==> src/rtl/part_prio_encoder_ack.sv <==
// Registered 8-to-3 priority encoder: latches active-low requests, grants the highest
// eligible index and holds the code until the consumer acknowledges it.
module part_prio_encoder_ack #(
  parameter int unsigned N_REQ  = 8,
  parameter int unsigned CODE_W = 3
) (
  input  logic              clk,
  input  logic              reset,
  input  logic [N_REQ-1:0]  req_n,
  input  logic [N_REQ-1:0]  mask,
  input  logic              ei_n,
  input  logic              ack,
  output logic [CODE_W-1:0] code,
  output logic              valid,
  output logic [N_REQ-1:0]  pend,
  output logic              gs_n,
  output logic              eo_n
);

  localparam logic [0:0] StIdle    = 1'b0;
  localparam logic [0:0] StPresent = 1'b1;

  logic [0:0]        state_q, state_d;
  logic [N_REQ-1:0]  pend_d;
  logic [CODE_W-1:0] code_d;
  logic              valid_d;
  logic [N_REQ-1:0]  elig;
  logic [N_REQ-1:0]  clr;
  logic [CODE_W-1:0] winner;

  assign elig = pend & mask;

  // Ascending scan so the highest set index is the last one written.
  always_comb begin
    winner = '0;
    for (int i = 0; i < int'(N_REQ); i++) begin
      if (elig[i]) winner = CODE_W'(i);
    end
  end

  always_comb begin
    clr = '0;
    if (state_q == StPresent && ack) clr[code] = 1'b1;
  end

  // New requests are ORed in after the clear, so a re-asserting line stays pending.
  assign pend_d = (pend & ~clr) | (~req_n & mask);

  always_comb begin
    state_d = state_q;
    code_d  = code;
    valid_d = valid;
    unique case (state_q)
      StIdle: begin
        valid_d = 1'b0;
        if (!ei_n && (elig != '0)) begin
          code_d  = winner;
          valid_d = 1'b1;
          state_d = StPresent;
        end
      end
      StPresent: begin
        if (ack) begin
          valid_d = 1'b0;
          state_d = StIdle;
        end
      end
      default: begin
        valid_d = 1'b0;
        state_d = StIdle;
      end
    endcase
  end

  always_ff @(posedge clk or posedge reset) begin
    if (reset) begin
      state_q <= StIdle;
      pend    <= '0;
      code    <= '0;
      valid   <= 1'b0;
    end else begin
      state_q <= state_d;
      pend    <= pend_d;
      code    <= code_d;
      valid   <= valid_d;
    end
  end

  // Cascade outputs: eo_n of a higher bank feeds ei_n of the next lower bank.
  assign gs_n = (pend == '0);
  assign eo_n = !(!ei_n && (pend == '0));

endmodule
==> config.mk <==
export PLATFORM = sky130hd
export DESIGN_NAME = part_prio_encoder_ack
export DESIGN_NICKNAME = d
export VERILOG_FILES = /design/src/rtl/part_prio_encoder_ack.sv
export SDC_FILE = /design/constraint.sdc
export NUM_CORES = 1
export LEC_CHECK = 0
export ABC_AREA = 1
export CELL_PAD_IN_SITES_DETAIL_PLACEMENT = 0
export CELL_PAD_IN_SITES_GLOBAL_PLACEMENT = 1
export CORE_AREA = 2 2 44 46
export DETAILED_ROUTE_END_ITERATION = 6
export DIE_AREA = 0 0 46 48
export DONT_BUFFER_PORTS = 1
export HOLD_SLACK_MARGIN = 0.05
export PLACE_DENSITY = 0.79
export SYNTH_ARGS = -nofsm -noshare
export SYNTH_HDL_FRONTEND = slang
export SYNTH_SLANG_ARGS = --single-unit
export TNS_END_PERCENT = 5
==> constraint.sdc <==
create_clock -name clk -period 1.45 [get_ports clk]
set_input_delay 0.29 -clock clk [delete_from_list [all_inputs] [get_ports clk]]
set_output_delay 0.29 -clock clk [all_outputs]
set_load 0.02 [all_outputs]
==> metrics list <==
- Clock Root Buffer: sky130_fd_sc_hd__clkbuf_4
* H-tree depth: 1
* Setup CP Type: reg -> out
- The tightest min-delay check is of the in -> reg type.
- After detailed routing, the number of vias per cell comes to 5.24.
- The routed layout has 624 vias.
- The via count of the first global-routing pass was 619.
- Cells on Worst Hold Path: 1
- Unrepaired setup endpoints after global routing: yes
* Sequential element share of the synthesized area: 0.486
- After technology mapping, the gate count stands at 87.
* Headroom to the max-slew limit: 0.658
* CTS Buf Count: 3
* Period utilization: 1.09
- The die covers 2210 um^2.
- From left edge to right edge, the die measures 46 um.
- After clock tree synthesis, the clock-pin slew on the worst setup and hold paths is 0.08 ns.
* Endpoint type of the worst setup path: output port
* Most common library cell in the layout ignoring fill and taps: sky130_fd_sc_hd__nand2_1
- Actual slew at the worst max-slew pin: 0.512 ns
- First-pass GRT wire length: 2.62 mm
- Max FO, Critical Path: 2
- Remaining antenna violation count after routing: 0
- The netlist uses 16 different library cells.
- Hold endpoint: pend[4]$_DFF_PP0_
- In this run the critical register-to-register path is launched from pend[2]$_DFF_PP0_.
- Layout Area Growth over Synthesis: 24.3%
* Highest-count cells in the layout ignoring fill and taps: 23 x sky130_fd_sc_hd__nand2_1, 17 x sky130_fd_sc_hd__o21ai_0, 14 x sky130_fd_sc_hd__inv_1
- Antenna violations before repair: 0
- Clock tree skew after final layout: 0.00292 ns
- The number of setup buffers added after CTS is 0.
- Subtracting the final worst setup slack from the clock period gives 1.58 ns.
- The longest clock path from root to sink contains 2 buffers.
- In this run the register-to-register setup slack is 0.18 ns.
* Worst IR Drop VDD: 0.613 mV
- Half-perimeter wire length of the detailed placement result: 1.25 mm
* Fraction of layout instances using a drive strength above 1: 0.235
* Net count of the mapped netlist: 107
- Later-pin clock latency in the skew report: 0.28 ns
* Average wire length per cell after detail routing: 13.7 um
- The count of buffers added on input and output ports is 0.
- In this run, the number of DRC markers left after iteration 0 of detailed routing was 8.
* Final hold viol count: 0
- Number of design rule violations left after detail routing: 0
- Final hold analysis gives a worst-case slack of 0.0964 ns.
* Violations in the final reports: negative setup slack
* Detailed Routing Iterations Pass 1: 4
- Global routing usage summed across all routing layers: 0.170
* Cells on worst reg2reg path: 7
- Post-synthesis cell area: 669 um^2
* HP Start: req_n[4]
- Diode count: 0
* Starting density of the core: 0.396
* Post-synthesis area per instance: 7.69 um^2
* Most area-consuming cells after synthesis: sky130_fd_sc_hd__dfrtp_1 49%, sky130_fd_sc_hd__nand2_1 13%, sky130_fd_sc_hd__o21ai_0 13%
- TritonCTS built the clock tree.
* P per Cell Area: 1330 nW/um^2
- Setup violations remaining at the end of the flow were counted as 2.
- Data required, critical path: 1.16 ns
- The worst register-to-register path ends at code[0]$_DFFE_PP0P_.
* Total design power: 1110 uW
- OpenSTA, run right after detailed placement, puts the worst setup slack at 0.127 ns.
- Of the post-synthesis cell area, the dominant cell type holds 0.486.
- The biggest area contributor in the post-synthesis netlist is sky130_fd_sc_hd__dfrtp_1.
- After floorplanning, the core was sized to cover 1690 um^2.
- Sink count of the clock tree: 13
- Maximum number of pins on one net before global-route repair: 14
- Setup TNS: -0.243 ns
- Pin placement for this block handled 34 I/O pins.
* Data arrival at the endpoint of the critical path: 1.29 ns
- Fin worst setup slack: -0.130 ns
- Across the run, the number of max-cap violations was 0.
* Category of the worst setup path launch point: register
* GP Congestion: 0.791
- Total count of max-transition violations in the final report: 0
* Static Leakage: 0.000410 uW
* Floorplan row count: 15
- At the end of the flow, the number of nets in the layout was 123.
* Yosys Warn Count: 0
- After global routing the overflow that remains totals 0.
* Vert. Die Dim: 48 um
- Derived from the worst setup path, the maximum achievable clock frequency is 633 MHz.
- Routed WL: 1.63 mm
* Run status: finished with violations
* Number of storage elements in the synthesis netlist: 13
-- repair_timing --
item | CTS | global route
pin swaps | 2 | 1
gates resized for setup | 5 | 1
endpoints found under the setup margin | 2 | 2
hold buffers | 1 | 0
hold endpoints to repair | 13 | 0
-- flip-flops by register name, summed over array words and instances (netlist names) --
signal and cells:
code 3, pend 8, state_q 1, valid 1
-- per-stage QoR --
stage	area (um^2)	utilization	cells
final	832	0.493	119
after detailed placement	767	0.454	114
after floorplan	671	-	87
after global routing	832	0.493	119
after CTS	823	0.487	119
after global placement	767	0.454	114
-- cells by family (layout without fill, tap and decap cells) --
logic type	count (synthesis)	in the layout	synth area share
AND/OR/NAND/NOR	39	39	0.271
AO/OA/AOI/OAI	21	21	0.164
buffers and inverters	14	29	0.0785
flip-flops	13	13	0.486
-- worst max-delay path by stage --
stage / start / endpoint / slack [ns]
floorplan: pend[2]$_DFF_PP0_ / eo_n / 0.06
global placement: pend[6]$_DFF_PP0_ / eo_n / 0.14
detailed placement: pend[6]$_DFF_PP0_ / eo_n / 0.13
CTS: pend[4]$_DFF_PP0_ / gs_n / -0.12
global route: pend[4]$_DFF_PP0_ / gs_n / -0.19
finish: pend[4]$_DFF_PP0_ / gs_n / -0.13
-- where the power goes --
group / switching (uW) / total (uW) / internal (uW)
logic: 213 / 343 / 130
registers: 107 / 539 / 432
clock network: 118 / 225 / 107
total: 438 / 1110 / 669
-- critical path: stages (launching register included) --
cell and delay [ns]:
sky130_fd_sc_hd__dfrtp_1 0.42, sky130_fd_sc_hd__nor4_4 0.30, sky130_fd_sc_hd__and2_4 0.19, sky130_fd_sc_hd__buf_6 0.11
-- layer usage --
layer,part of all wire,wire length [um],vias up,global-route usage
li1,-,-,309,-
met4,0.015,25,0,0.0686
met5,0,0,-,0
met1,0.45,735,281,0.226
met2,0.45,737,30,0.272
met3,0.079,129,4,0.0340
-- area by class of cell --
cell class              instances  area [um^2]
clock buffers                   4         26.3
repair buffers                 11         88.8
fillers                       174          857
well taps                      17         21.3
multi-input cells              60          318
inverters                      14         52.6
flip-flops and latches         13          325
-- Yosys cell counts --
library cell,count
sky130_fd_sc_hd__a21oi_1,1
sky130_fd_sc_hd__and2_1,1
sky130_fd_sc_hd__a31oi_1,1
sky130_fd_sc_hd__a21oi_2,1
sky130_fd_sc_hd__nand3_1,3
sky130_fd_sc_hd__inv_1,14
sky130_fd_sc_hd__nand2_1,24
sky130_fd_sc_hd__nor4_1,2
sky130_fd_sc_hd__nand3b_1,1
sky130_fd_sc_hd__nand2_2,3
sky130_fd_sc_hd__o21ai_1,1
sky130_fd_sc_hd__dfrtp_1,13
sky130_fd_sc_hd__nand2_4,1
sky130_fd_sc_hd__o21ai_0,17
sky130_fd_sc_hd__nor2_2,2
sky130_fd_sc_hd__nor2_1,2
Power figures use the tool's default switching activity.
